## src/rtl/imm_encode_loader_if.sv

```systemverilog
// Loader-facing bundle: load control, instruction-field handshake and the
// instruction-RAM write port. "slave" is the encoder side, "master" the driver.
interface imm_encode_loader_if #(
  parameter int unsigned ADDR_W = 10,
  parameter int unsigned CNT_W  = 10
);
  // load control and status
  logic              start;
  logic [ADDR_W-1:0] base_addr;
  logic [CNT_W-1:0]  word_count;
  logic              busy;
  logic              done;
  logic              err_range;

  // instruction-field handshake
  logic              in_valid;
  logic              in_ready;
  logic [2:0]        fmt;
  logic [6:0]        opcode;
  logic [4:0]        rd;
  logic [4:0]        rs1;
  logic [4:0]        rs2;
  logic [2:0]        funct3;
  logic [6:0]        funct7;
  logic [31:0]       imm;

  // instruction-RAM write port
  logic              mem_we;
  logic              mem_ready;
  logic [ADDR_W-1:0] mem_addr;
  logic [31:0]       mem_wdata;

  modport slave (
    input  start, base_addr, word_count,
    input  in_valid, fmt, opcode, rd, rs1, rs2, funct3, funct7, imm,
    input  mem_ready,
    output in_ready, mem_we, mem_addr, mem_wdata,
    output busy, done, err_range
  );

  modport master (
    output start, base_addr, word_count,
    output in_valid, fmt, opcode, rd, rs1, rs2, funct3, funct7, imm,
    output mem_ready,
    input  in_ready, mem_we, mem_addr, mem_wdata,
    input  busy, done, err_range
  );
endinterface

```

## src/rtl/imm_encode_loader.sv

```systemverilog
// Packs RV32I fields plus an architectural immediate into instruction words and
// streams them into instruction RAM at consecutive addresses, with range checks.
module imm_encode_loader #(
  parameter int unsigned ADDR_W = 10,
  parameter int unsigned CNT_W  = 10
) (
  input logic               clk,
  input logic               rst_n,
  imm_encode_loader_if.slave bus
);

  localparam logic [2:0] FMT_R     = 3'd0;
  localparam logic [2:0] FMT_I     = 3'd1;
  localparam logic [2:0] FMT_S     = 3'd2;
  localparam logic [2:0] FMT_B     = 3'd3;
  localparam logic [2:0] FMT_U     = 3'd4;
  localparam logic [2:0] FMT_J     = 3'd5;
  localparam logic [2:0] FMT_SHIFT = 3'd6;

  typedef enum logic [1:0] {
    ST_IDLE = 2'd0,
    ST_RUN  = 2'd1,
    ST_ERR  = 2'd2
  } state_e;

  state_e            state_q, state_d;
  logic [ADDR_W-1:0] addr_q, addr_d;
  logic [CNT_W-1:0]  remaining_q, remaining_d;
  logic [CNT_W-1:0]  accepted_q, accepted_d;
  logic [CNT_W-1:0]  count_q, count_d;
  logic              out_full_q, out_full_d;
  logic [31:0]       wdata_q, wdata_d;
  logic              err_q, err_d;
  logic              done_q, done_d;
  logic              busy_q, busy_d;

  logic [31:0]       enc_word_c;
  logic              range_ok_c;
  logic              in_ready_c;
  logic              xfer_c;
  logic              mem_fire_c;

  // Output register frees up when empty or when RAM takes its word this cycle
  assign in_ready_c = (state_q == ST_RUN) && (!out_full_q || bus.mem_ready) &&
                      (accepted_q != count_q);
  assign xfer_c     = bus.in_valid && in_ready_c;
  assign mem_fire_c = out_full_q && bus.mem_ready;

  // Field packing and immediate range check for the presented fields
  always_comb begin
    enc_word_c = 32'h0;
    range_ok_c = 1'b0;
    case (bus.fmt)
      FMT_R: begin
        enc_word_c = {bus.funct7, bus.rs2, bus.rs1, bus.funct3, bus.rd, bus.opcode};
        range_ok_c = 1'b1;
      end
      FMT_I: begin
        enc_word_c = {bus.imm[11:0], bus.rs1, bus.funct3, bus.rd, bus.opcode};
        range_ok_c = (&bus.imm[31:11]) || !(|bus.imm[31:11]);
      end
      FMT_S: begin
        enc_word_c = {bus.imm[11:5], bus.rs2, bus.rs1, bus.funct3, bus.imm[4:0],
                      bus.opcode};
        range_ok_c = (&bus.imm[31:11]) || !(|bus.imm[31:11]);
      end
      FMT_B: begin
        enc_word_c = {bus.imm[12], bus.imm[10:5], bus.rs2, bus.rs1, bus.funct3,
                      bus.imm[4:1], bus.imm[11], bus.opcode};
        range_ok_c = ((&bus.imm[31:12]) || !(|bus.imm[31:12])) && !bus.imm[0];
      end
      FMT_U: begin
        enc_word_c = {bus.imm[31:12], bus.rd, bus.opcode};
        range_ok_c = !(|bus.imm[11:0]);
      end
      FMT_J: begin
        enc_word_c = {bus.imm[20], bus.imm[10:1], bus.imm[11], bus.imm[19:12],
                      bus.rd, bus.opcode};
        range_ok_c = ((&bus.imm[31:20]) || !(|bus.imm[31:20])) && !bus.imm[0];
      end
      FMT_SHIFT: begin
        enc_word_c = {bus.funct7, bus.imm[4:0], bus.rs1, bus.funct3, bus.rd,
                      bus.opcode};
        range_ok_c = !(|bus.imm[31:5]);
      end
      default: begin
        enc_word_c = 32'h0;
        range_ok_c = 1'b0;
      end
    endcase
  end

  // Next-state and datapath updates
  always_comb begin
    state_d     = state_q;
    addr_d      = addr_q;
    remaining_d = remaining_q;
    accepted_d  = accepted_q;
    count_d     = count_q;
    out_full_d  = out_full_q;
    wdata_d     = wdata_q;
    err_d       = err_q;
    done_d      = 1'b0;

    unique case (state_q)
      ST_IDLE: begin
        if (bus.start) begin
          if (bus.word_count == '0) begin
            done_d = 1'b1;
          end else begin
            addr_d      = bus.base_addr;
            remaining_d = bus.word_count;
            accepted_d  = '0;
            count_d     = bus.word_count;
            err_d       = 1'b0;
            state_d     = ST_RUN;
          end
        end
      end
      ST_RUN: begin
        if (mem_fire_c) begin
          out_full_d  = 1'b0;
          addr_d      = addr_q + ADDR_W'(1);
          remaining_d = remaining_q - CNT_W'(1);
          if (remaining_q == CNT_W'(1)) begin
            done_d  = 1'b1;
            state_d = ST_IDLE;
          end
        end
        if (xfer_c) begin
          if (range_ok_c) begin
            out_full_d = 1'b1;
            wdata_d    = enc_word_c;
            accepted_d = accepted_q + CNT_W'(1);
          end else begin
            err_d   = 1'b1;
            state_d = ST_ERR;
          end
        end
      end
      ST_ERR: begin
        // Let an already-registered word finish, then drop back to idle
        if (mem_fire_c) begin
          out_full_d  = 1'b0;
          addr_d      = addr_q + ADDR_W'(1);
          remaining_d = remaining_q - CNT_W'(1);
        end
        if (!out_full_d) begin
          state_d = ST_IDLE;
        end
      end
      default: state_d = ST_IDLE;
    endcase

    busy_d = (state_d != ST_IDLE) || out_full_d;
  end

  // State and output registers
  always_ff @(posedge clk or negedge rst_n) begin
    if (!rst_n) begin
      state_q     <= ST_IDLE;
      addr_q      <= '0;
      remaining_q <= '0;
      accepted_q  <= '0;
      count_q     <= '0;
      out_full_q  <= 1'b0;
      wdata_q     <= 32'h0;
      err_q       <= 1'b0;
      done_q      <= 1'b0;
      busy_q      <= 1'b0;
    end else begin
      state_q     <= state_d;
      addr_q      <= addr_d;
      remaining_q <= remaining_d;
      accepted_q  <= accepted_d;
      count_q     <= count_d;
      out_full_q  <= out_full_d;
      wdata_q     <= wdata_d;
      err_q       <= err_d;
      done_q      <= done_d;
      busy_q      <= busy_d;
    end
  end

  assign bus.in_ready  = in_ready_c;
  assign bus.mem_we    = out_full_q;
  assign bus.mem_addr  = addr_q;
  assign bus.mem_wdata = wdata_q;
  assign bus.busy      = busy_q;
  assign bus.done      = done_q;
  assign bus.err_range = err_q;

endmodule

```

## src/flat_wrapper.sv

```systemverilog
// flat-port wrapper written by rule: the top's interface ports become plain ports
module imm_encode_loader_flat 
#(
  parameter int unsigned ADDR_W = 10,
  parameter int unsigned CNT_W  = 10
)
  (clk, rst_n, bus_start, bus_base_addr, bus_word_count, bus_in_valid, bus_fmt, bus_opcode, bus_rd, bus_rs1, bus_rs2, bus_funct3, bus_funct7, bus_imm, bus_mem_ready, bus_in_ready, bus_mem_we, bus_mem_addr, bus_mem_wdata, bus_busy, bus_done, bus_err_range);
  imm_encode_loader_if #(.ADDR_W(ADDR_W), .CNT_W(CNT_W)) bus_i ();
  input logic clk;
  input logic rst_n;
  input wire logic [$bits(bus_i.start)-1:0] bus_start;
  input wire logic [$bits(bus_i.base_addr)-1:0] bus_base_addr;
  input wire logic [$bits(bus_i.word_count)-1:0] bus_word_count;
  input wire logic [$bits(bus_i.in_valid)-1:0] bus_in_valid;
  input wire logic [$bits(bus_i.fmt)-1:0] bus_fmt;
  input wire logic [$bits(bus_i.opcode)-1:0] bus_opcode;
  input wire logic [$bits(bus_i.rd)-1:0] bus_rd;
  input wire logic [$bits(bus_i.rs1)-1:0] bus_rs1;
  input wire logic [$bits(bus_i.rs2)-1:0] bus_rs2;
  input wire logic [$bits(bus_i.funct3)-1:0] bus_funct3;
  input wire logic [$bits(bus_i.funct7)-1:0] bus_funct7;
  input wire logic [$bits(bus_i.imm)-1:0] bus_imm;
  input wire logic [$bits(bus_i.mem_ready)-1:0] bus_mem_ready;
  output wire logic [$bits(bus_i.in_ready)-1:0] bus_in_ready;
  output wire logic [$bits(bus_i.mem_we)-1:0] bus_mem_we;
  output wire logic [$bits(bus_i.mem_addr)-1:0] bus_mem_addr;
  output wire logic [$bits(bus_i.mem_wdata)-1:0] bus_mem_wdata;
  output wire logic [$bits(bus_i.busy)-1:0] bus_busy;
  output wire logic [$bits(bus_i.done)-1:0] bus_done;
  output wire logic [$bits(bus_i.err_range)-1:0] bus_err_range;
  assign bus_i.start = bus_start;
  assign bus_i.base_addr = bus_base_addr;
  assign bus_i.word_count = bus_word_count;
  assign bus_i.in_valid = bus_in_valid;
  assign bus_i.fmt = bus_fmt;
  assign bus_i.opcode = bus_opcode;
  assign bus_i.rd = bus_rd;
  assign bus_i.rs1 = bus_rs1;
  assign bus_i.rs2 = bus_rs2;
  assign bus_i.funct3 = bus_funct3;
  assign bus_i.funct7 = bus_funct7;
  assign bus_i.imm = bus_imm;
  assign bus_i.mem_ready = bus_mem_ready;
  assign bus_in_ready = bus_i.in_ready;
  assign bus_mem_we = bus_i.mem_we;
  assign bus_mem_addr = bus_i.mem_addr;
  assign bus_mem_wdata = bus_i.mem_wdata;
  assign bus_busy = bus_i.busy;
  assign bus_done = bus_i.done;
  assign bus_err_range = bus_i.err_range;
  imm_encode_loader #(.ADDR_W(ADDR_W), .CNT_W(CNT_W)) u_core (.clk(clk), .rst_n(rst_n), .bus(bus_i));
endmodule
```

## config.mk

```make
export PLATFORM = sky130hd
export DESIGN_NAME = imm_encode_loader_flat
export DESIGN_NICKNAME = d
export VERILOG_FILES = /design/src/rtl/imm_encode_loader_if.sv /design/src/rtl/imm_encode_loader.sv /design/src/flat_wrapper.sv
export SDC_FILE = /design/constraint.sdc
export NUM_CORES = 1
export LEC_CHECK = 0
export CAP_MARGIN = 20
export CORE_ASPECT_RATIO = 1.25
export CORE_MARGIN = 2
export CORE_UTILIZATION = 35
export DETAILED_ROUTE_END_ITERATION = 10
export HOLD_SLACK_MARGIN = 0.08
export PLACE_DENSITY = 0.65
export SKIP_LAST_GASP = 1
export SYNTH_ARGS = -nofsm -noshare
export SYNTH_HDL_FRONTEND = slang
export SYNTH_SLANG_ARGS = --single-unit
```

## constraint.sdc

```tcl
create_clock -name clk -period 3.88 [get_ports clk]
set_clock_uncertainty 0.05 [all_clocks]
set_input_delay 0.776 -clock clk [delete_from_list [all_inputs] [get_ports clk]]
set_output_delay 0.776 -clock clk [all_outputs]
set_load 0.005 [all_outputs]
```

==> impl_metrics.json, run 1 <==
{
  "fin_area_um2": 6620,
  "fin_crit_ns": 3.15,
  "setup-violations-final": 0,
  "start_kind": "input pin",
  "worst_pin_slew_ns": 0.819,
  "synth.avg_cell_area_um2": 8.52,
  "p_leak_nw": 2.73,
  "drive_gt1_share_pct": 8.44,
  "path_max_fanout": 5,
  "yosys_warnings": 0,
  "cts_tree": "done",
  "fillCellCount": 1256,
  "intPower_mw": 2.62,
  "end_kind": "output port",
  "slew_viol_final": 0,
  "post_drt_wl_per_cell_um": 15.9,
  "portBuffers": 138,
  "post_cts_buffers": 0,
  "clockBufferDepth": 2,
  "path_cells": "clkdlybuf4s50_1 -> o21ai_0 -> a31oi_1 -> clkdlybuf4s50_1",
  "place_area_um2": 6290,
  "stdcell_count": 858,
  "fin_ws_ns": 0.726,
  "syn_inst": 555,
  "switching_power_mw": 1.44,
  "grt_max_degree": 79,
  "synth.distinct_cells": 52,
  "dp_worst_setup_slack_ns": 0.464,
  "critPathRequiredTime_ns": 3.05,
  "grt_pass1_wl_um": 22500,
  "synth-edff-count": 0,
  "synthFlopType": "dfrtp_1",
  "rsz0062_at_grt": "false",
  "cp.depth": 4,
  "worst-path-buf-inv": 2,
  "synth_nets": 655,
  "combPwrFrac_pct": 43.3,
  "drcViolationCount": 0,
  "dp_hpwl_um": 10400,
  "numCtsBuffers": 9,
  "drtPass1Iterations": 4,
  "gp_congestion": 0.873,
  "hold_path_class": "input pin to asynchronous set/reset pin",
  "grt.overflow.total": 0,
  "dieArea_um2": 14500,
  "vias_per_cell": 5.50,
  "core.rowCount": 47,
  "die_w_um": 108,
  "grt_usage_pct": 19.4,
  "synth_seq_area_share_pct": 41.3,
  "finalSetupTns_ns": 0,
  "n_antenna_cell": 0,
  "synth_area_um2": 4730,
  "dr.first_iter.drc_count": 299,
  "p_per_area_nw_per_um2": 614,
  "cts-root-buf": "clkbuf_16",
  "worstSetupPathType": "input pin to output port",
  "wl_um": 13700,
  "cts_resized": 0,
  "io_pins": 139,
  "area_growth_pct": 40.1,
  "h-tree-depth": 3,
  "synth-seq-cells": 78,
  "relSlewSlack_pct": 45.3,
  "grt_pass1_vias": 4631,
  "layout.nets": 784,
  "peakVddDrop_mv": 0.285,
  "swShare_pct": 35.5,
  "seqPwrFrac_pct": 34.6,
  "cts_hold_buffers": 0,
  "clkPwrFrac_pct": 22.1,
  "max_stage_delay_ns": 0.59,
  "path_common_cell": "clkdlybuf4s50_1",
  "cts_sinks": 78,
  "fin_crit_sh_pct": 81.3,
  "worst_skew_pair.late_latency_ns": 0.34,
  "drtAntennaViolNets": 0,
  "slowest_stage": "clkdlybuf4s50_1",
  "cap_viol_max_count": 0,
  "reg2reg_depth": 8,
  "final_common_cell": "clkdlybuf4s50_1",
  "vias": 4715,
  "outcome": "complete, no violations",
  "mostFrequentLayoutCells": "137 x clkdlybuf4s50_1, 83 x nand2_1, 78 x dfrtp_1",
  "arrival_ns": 2.33,
  "clk_pin_slew_ns": 0.05,
  "synthArstFlopShare_pct": 100,
  "critical_path.top_delay_family": "buffers and inverters",
  "core-area_um2": 13200,
  "finalHoldViolations": 0,
  "antenna_found_initial": 0,
  "start_util_pct": 35.7,
  "dp_cells": 843,
  "reg2reg_slack_ns": 1.06,
  "die_y_um": 134,
  "clock.fmax_ghz": 0.317
}
==> logic make-up after synthesis <==
group	synth area share, %
flip-flops	41.3
AND/OR/NAND/NOR	21.6
multiplexers	3.52
adder cells (fa/ha/maj)	2.12
XOR/XNOR	1.85
AO/OA/AOI/OAI	25.3
buffers and inverters	4.26
==> worst reg2reg max path, delay by kind of cell (launching register included) <==
family,cells,cell delay (ns)
AOI/OAI and AO/OA,3,0.40
DFF,1,0.40
adders and majority gates,1,0.58
buffers and inverters,1,0.10
and+or+nand+nor,3,1.17
==> stage by stage <==
| step | hold WS [ns] | util [%] | power, mW |
|---|---|---|---|
| after floorplan | 0.423 | - | 2.32 |
| after global placement | 0.412 | 47.6 | 3.12 |
| after detailed placement | 0.420 | 47.6 | 3.18 |
| after CTS | 0.433 | 49.9 | 4.10 |
| after global routing | 0.381 | 50.1 | 4.39 |
| final | 0.355 | 50.1 | 4.07 |
==> sequential cells by signal, indices dropped and copies added (netlist names) <==
| register | count |
|---|---|
| u_core.bus.mem_addr | 10 |
| u_core.bus.err_range | 1 |
| u_core.bus.mem_wdata | 32 |
| u_core.bus.done | 1 |
| u_core.accepted_q | 10 |
| u_core.remaining_q | 10 |
| u_core.state_q | 2 |
| u_core.bus.busy | 1 |
| u_core.count_q | 10 |
| u_core.bus.mem_we | 1 |
==> routing by layer <==
layer / global-route usage, % / up-vias / part of all wire, %
met5: 0 / - / 0
met4: 5.91 / 0 / 1.8
met3: 5.20 / 22 / 7.0
met2: 31.8 / 179 / 48
met1: 25.0 / 2223 / 43
li1: - / 2291 / -
==> area by class of cell <==
cell class / instances / area, um2 / area share (%)
Sequential cell: 78 / 1950 / 29.5
Multi-Input combinational cell: 424 / 2580 / 39.0
Clock inverter: 4 / 72.6 / 1.10
Clock buffer: 10 / 239 / 3.61
Timing Repair Buffer: 151 / 1490 / 22.5
Tap cell: 171 / 214 / 3.23
Inverter: 20 / 75.1 / 1.13
==> Yosys cell counts, drive strengths merged (2+ instances only) <==
cell type	instances	area share [%]
mux2	13	3.1
nand3	17	1.8
dfrtp	78	41
nand3b	2	0.32
a31oi	9	1.2
a211oi	14	2.2
a221oi	6	1.1
nor2	25	2.0
or3	3	0.40
clkbuf	27	2.1
or4	15	2.6
inv	20	1.6
xor2	10	1.9
ha	8	2.1
a32oi	2	0.37
a31o	4	0.74
mux2i	2	0.42
a21oi	40	4.3
o22ai	9	1.2
a22oi	15	2.4
nand2	83	6.6
nand2b	10	1.3
nor2b	14	1.9
o21bai	3	0.48
nor4	8	1.2
o211ai	10	1.9
buf	6	0.53
nand4	6	0.79
o21ai	68	7.5
and3	9	1.2
nor3	7	0.98
==> path summary, 6_finish.rpt <==
| kind | from | to |
|---|---|---|
| setup reg to reg | u_core.state_q[0] | u_core.bus.mem_addr[6] |
| max in group asynchronous | rst_n | u_core.accepted_q[4] |
| hold reg to reg | u_core.bus.mem_wdata[21] | u_core.bus.mem_wdata[21] |
| setup / recovery | bus_mem_ready | bus_in_ready |
| hold / removal | rst_n | u_core.bus.mem_addr[9] |
| min in group clk | u_core.bus.mem_wdata[21] | u_core.bus.mem_wdata[21] |
==> power by group through the flow <==
| stage | logic (mW) | registers, mW | clock network, mW |
|---|---|---|---|
| after global routing | 1.98 | 1.45 | 0.957 |
| after global placement | 1.72 | 1.40 | 0 |
| after detailed placement | 1.76 | 1.41 | 0 |
| after CTS | 1.77 | 1.41 | 0.924 |
| after floorplan | 0.946 | 1.38 | 0 |
| final | 1.76 | 1.41 | 0.898 |
Power figures use the tool's default switching activity.
==> inputs of run 2 (changes only) <==
--- a/config.mk
+++ b/config.mk
@@ -11,7 +11,7 @@
 export CORE_UTILIZATION = 35
 export DETAILED_ROUTE_END_ITERATION = 10
 export HOLD_SLACK_MARGIN = 0.08
-export PLACE_DENSITY = 0.65
+export PLACE_DENSITY = 0.68
 export SKIP_LAST_GASP = 1
 export SYNTH_ARGS = -nofsm -noshare
 export SYNTH_HDL_FRONTEND = slang
==> constraint.sdc (replaced) <==
create_clock -name clk -period 2.6 [get_ports clk]
set_clock_uncertainty 0.05 [all_clocks]
set_input_delay 0.52 -clock clk [delete_from_list [all_inputs] [get_ports clk]]
set_output_delay 0.52 -clock clk [all_outputs]
set_load 0.005 [all_outputs]
==> run 2 against run 1 <==
Register-to-register slack got worse by 0.88 ns. Highest routed layer unchanged. Wire length increased by 11%. Largest power group unchanged. Clock power increased by 59%.
==> impl_metrics.json, run 2 (synthesized netlist as in run 1, its figures left out) <==
{
  "peakVddDrop_mv": 0.419,
  "antenna_found_initial": 1,
  "cts-root-buf": "clkbuf_16",
  "gp_congestion": 0.908,
  "fin_ws_ns": 0.0490,
  "dieArea_um2": 14500,
  "layout.nets": 859,
  "hold_path_class": "input pin to asynchronous set/reset pin",
  "relSlewSlack_pct": 59.4,
  "r2r-start": "u_core.state_q[0]",
  "grt_pass1_vias": 5059,
  "die_w_um": 108,
  "drcViolationCount": 0,
  "fin_crit_sh_pct": 98.1,
  "dr.first_iter.drc_count": 205,
  "clk_pin_slew_ns": 0.06,
  "area_growth_pct": 58.2,
  "grt.overflow.total": 0,
  "arrival_ns": 2.71,
  "drtAntennaViolNets": 0,
  "largest_register_ff_count": 32,
  "slew_viol_final": 0,
  "end_kind": "flop",
  "wl_um": 15200,
  "worst_skew_pair.late_latency_ns": 0.33,
  "final_common_cell": "clkdlybuf4s50_1",
  "reg2reg_slack_ns": 0.18,
  "worstSetupPathType": "input pin to flop",
  "die_y_um": 134,
  "clockBufferDepth": 2,
  "cts_tree": "done",
  "setup-violations-final": 0,
  "grt_usage_pct": 20.7,
  "clock.fmax_ghz": 0.392,
  "dp_hpwl_um": 11400,
  "numCtsBuffers": 9,
  "portBuffers": 138,
  "core-area_um2": 13200,
  "cap_viol_max_count": 0,
  "fin_crit_ns": 2.55,
  "clkPwrFrac_pct": 22.4,
  "mostFrequentLayoutCells": "111 x clkdlybuf4s50_1, 82 x nand2_1, 82 x buf_4",
  "dp_worst_setup_slack_ns": -0.454,
  "vias_per_cell": 5.43,
  "drtPass1Iterations": 5,
  "start_util_pct": 35.7,
  "seqPwrFrac_pct": 33.0,
  "path_max_fanout": 12,
  "outcome": "complete, no violations",
  "io_pins": 139,
  "hold_ws_ns": 0.145,
  "switching_power_mw": 2.27,
  "post_drt_wl_per_cell_um": 16.3,
  "p_per_area_nw_per_um2": 855,
  "grt_max_degree": 44,
  "finalPower_mw": 6.40,
  "cts_sinks": 78,
  "grt_pass1_wl_um": 23900,
  "swShare_pct": 35.6,
  "critPathRequiredTime_ns": 2.75,
  "intPower_mw": 4.12,
  "vias": 5079,
  "crit_path_start": "bus_imm[8]",
  "finalHoldViolations": 0,
  "drive_gt1_share_pct": 20.2,
  "h-tree-depth": 3,
  "combPwrFrac_pct": 44.6,
  "worst_pin_slew_ns": 0.609,
  "core.rowCount": 47,
  "start_kind": "input pin",
  "p_leak_nw": 3.35
}
## run 2: worst max-delay path, stage by stage
cell,delay [ns]
clkdlybuf4s50_1,0.42
or3_4,0.44
o41ai_4,0.36
a32oi_4,0.10
o21ai_4,0.12
buf_4,0.17
o21ai_4,0.09
buf_4,0.16
clkbuf_16,0.15
nand2_1,0.07
o21ai_0,0.09
## run 2: final timing paths
check | cells after the start | endpoint
hold / removal | 1 | u_core.bus.mem_addr[6]
min in group clk | 2 | u_core.bus.mem_wdata[9]
setup / recovery | 11 | u_core.bus.mem_wdata[5]
hold reg to reg | 2 | u_core.bus.mem_wdata[9]
max in group asynchronous | 2 | u_core.remaining_q[6]
setup reg to reg | 9 | u_core.bus.busy
## run 2: layer usage
layer  wire length [um]  track usage (%)  share of wire, %
met1               6280             24.8                41
met2               7360             34.9                48
met3               1210             5.83               7.9
met4                385             8.12               2.5
met5                  0                0                 0
## run 2: cell type report
| type | count | area (um2) |
|---|---|---|
| Fill cell | 1187 | 5750 |
| Multi-Input combinational cell | 425 | 2780 |
| Antenna cell | 1 | 2.50 |
| Clock buffer | 9 | 225 |
| Clock inverter | 6 | 111 |
| Sequential cell | 78 | 1950 |
| Timing Repair Buffer | 225 | 2120 |
| Tap cell | 171 | 214 |
| Inverter | 20 | 75.1 |
## run 2: timing repair
item / in CTS / in global routing
gates cloned: 1 / 1
setup buffers: 2 / 12
hold endpoints to repair: 0 / 0
hold buffers: 0 / 0
gates resized for setup: 21 / 42
endpoints found under the setup margin: 23 / 34
pin swaps: 13 / 31
## run 2: stage by stage
step | std cells | util (%) | area (um2) | TNS (ns)
after floorplan | 555 | - | 4730 | 0
after global placement | 904 | 51.2 | 6780 | -13.41
after detailed placement | 904 | 51.2 | 6780 | -15.60
after CTS | 921 | 54.4 | 7200 | 0
after global routing | 935 | 56.5 | 7480 | -0.0127
final | 935 | 56.5 | 7480 | 0
## run 2: power by group through the flow
stage | clock (mW) | sequential [mW] | combinational, mW
after floorplan | 0 | 2.06 | 1.41
after detailed placement | 0 | 2.11 | 2.79
final | 1.43 | 2.11 | 2.86
after global routing | 1.51 | 2.18 | 3.17
after CTS | 1.46 | 2.10 | 2.83
after global placement | 0 | 2.09 | 2.72
==> inputs of run 3 (changes only) <==
--- a/config.mk
+++ b/config.mk
@@ -6,8 +6,8 @@
 export NUM_CORES = 1
 export LEC_CHECK = 0
 export CAP_MARGIN = 20
-export CORE_ASPECT_RATIO = 1.25
-export CORE_MARGIN = 2
+export CORE_ASPECT_RATIO = 1.5
+export CORE_MARGIN = 1.5
 export CORE_UTILIZATION = 35
 export DETAILED_ROUTE_END_ITERATION = 10
 export HOLD_SLACK_MARGIN = 0.08
==> run 3 against run 2 <==
Global-route usage is 1.1 points higher. Fmax rose by 1.6%. Sequential cell count unchanged. Hold slack better by 0.0043 ns. Via count down 0.75%. Final cell count fell by 1.3%. Critical path type unchanged. Critical endpoint is now u_core.accepted_q[5]. Largest power group unchanged.
==> impl_metrics.json, run 3 (synthesized netlist as in run 1, its figures left out) <==
{
  "peakVddDrop_mv": 0.439,
  "clock.fmax_ghz": 0.398,
  "core.rowCount": 51,
  "layout.nets": 859,
  "cts_tree": "done",
  "arrival_ns": 2.73,
  "worst_pin_slew_ns": 0.629,
  "post_drt_wl_per_cell_um": 16.8,
  "drtAntennaViolNets": 0,
  "start_util_pct": 36.1,
  "drtPass1Iterations": 7,
  "switching_power_mw": 2.35,
  "grt_pass1_vias": 5296,
  "swShare_pct": 37.1,
  "portBuffers": 138,
  "grt.overflow.total": 0,
  "place_area_um2": 6810,
  "area_growth_pct": 57.0,
  "rsz0062_at_grt": "false",
  "dp_hpwl_um": 11800,
  "io_pins": 139,
  "final_common_cell": "clkdlybuf4s50_1",
  "intPower_mw": 3.98,
  "path_max_fanout": 8,
  "worst_skew_pair.late_latency_ns": 0.34,
  "numCtsBuffers": 9,
  "seqPwrFrac_pct": 33.2,
  "cts_hold_buffers": 0,
  "fin_area_um2": 7420,
  "grt_max_degree": 44,
  "vias": 5041,
  "start_kind": "input pin",
  "cap_viol_max_count": 0,
  "drive_gt1_share_pct": 20.7,
  "slew_viol_final": 0,
  "setup-violations-final": 0,
  "p_per_area_nw_per_um2": 852,
  "outcome": "complete, no violations",
  "worstSetupPathType": "input pin to flop",
  "fin_crit_sh_pct": 96.5,
  "die_y_um": 145,
  "dp_worst_setup_slack_ns": -0.462,
  "finalHoldViolations": 0,
  "hold_path_class": "input pin to asynchronous set/reset pin",
  "drcViolationCount": 0,
  "die_w_um": 97.9,
  "dp_cells": 898,
  "vias_per_cell": 5.46,
  "critPathRequiredTime_ns": 2.82,
  "stdcell_count": 923,
  "cts_sinks": 78,
  "clockBufferDepth": 2,
  "fin_ws_ns": 0.0898,
  "hold_ws_ns": 0.150,
  "antenna_found_initial": 0,
  "end_kind": "flop",
  "largest_register_ff_count": 32,
  "wl_um": 15500,
  "grt_pass1_wl_um": 25300,
  "fin_crit_ns": 2.51,
  "mostFrequentLayoutCells": "108 x clkdlybuf4s50_1, 83 x buf_4, 81 x nand2_1",
  "clk_pin_slew_ns": 0.06,
  "cts-root-buf": "clkbuf_16",
  "dr.first_iter.drc_count": 192,
  "dieArea_um2": 14200,
  "finalSetupTns_ns": 0,
  "grt_usage_pct": 21.8,
  "gp_congestion": 0.924,
  "clkPwrFrac_pct": 20.5,
  "h-tree-depth": 3,
  "n_antenna_cell": 0,
  "relSlewSlack_pct": 58.0,
  "combPwrFrac_pct": 46.3,
  "core-area_um2": 13100,
  "p_leak_nw": 3.40
}
run 3: cell count changes in the layout (fill, tap and decap cells not counted), sizes merged, moves of 2 or more:
cell | previous run | this run
bufinv | 3 | 1
clkdlybuf4s50 | 111 | 108
clkinv | 2 | 0
dlygate4sd2 | 7 | 1
dlymetal6s2s | 19 | 28
inv | 20 | 24
run 3: final timing paths:
path                                          from                       end  slack (ns)  cells past startpoint
max                                    bus_imm[12]      u_core.accepted_q[5]        0.09                      9
min                                          rst_n  u_core.bus.mem_wdata[27]        0.15                      1
max reg2reg                   u_core.accepted_q[2]           u_core.bus.busy        0.14                      9
min reg2reg                u_core.bus.mem_wdata[6]   u_core.bus.mem_wdata[6]        0.43                      2
max in group asynchronous                    rst_n     u_core.remaining_q[1]        1.72                      2
min in group clk           u_core.bus.mem_wdata[6]   u_core.bus.mem_wdata[6]        0.43                      2
run 3: routing by layer:
metal / vias to the layer above / track usage [%] / part of all wire (%)
met4: 0 / 8.57 / 2.4
met3: 24 / 4.80 / 5.5
li1: 2441 / - / -
met1: 2401 / 22.8 / 38
met2: 175 / 41.4 / 54
met5: - / 0 / 0
run 3: critical path: stages:
cell and delay (ns):
clkdlybuf4s50_1 0.53, nand4_1 0.19, buf_4 0.18, nor3_2 0.16, a22oi_2 0.12, o21ai_4 0.30
o211ai_4 0.16, or4_1 0.48, nand2_1 0.07
run 3: cell type report:
cell class / count / area [um2]
multi-input cells: 425 / 2760
well taps: 159 / 199
repair buffers: 225 / 2140
flip-flops and latches: 78 / 1950
inverters: 20 / 75.1
clock buffers: 9 / 225
fillers: 1179 / 5660
clock inverters: 7 / 80.1
run 3: metrics by stage:
| stage | power [mW] | utilization, % |
|---|---|---|
| 4_1_cts | 6.35 | 55.1 |
| 2_1_floorplan | 3.47 | - |
| 6_report | 6.32 | 56.7 |
| 3_3_place_gp | 4.88 | 52.0 |
| 3_5_place_dp | 4.97 | 52.0 |
| 5_1_grt | 6.81 | 56.7 |
run 3: power groups by stage:
stage / sequential (mW) / clock, mW / combinational, mW
2_1_floorplan: 2.06 / 0 / 1.41
3_3_place_gp: 2.09 / 0 / 2.79
3_5_place_dp: 2.11 / 0 / 2.86
4_1_cts: 2.10 / 1.33 / 2.91
5_1_grt: 2.18 / 1.39 / 3.24
6_report: 2.10 / 1.30 / 2.92
run 3: repair_timing:
action | in CTS | in global routing
resized for setup | 15 | 48
buffers inserted | 2 | 6
endpoints found under the setup margin | 10 | 44
pin swaps | 8 | 28
cloned | 1 | 0
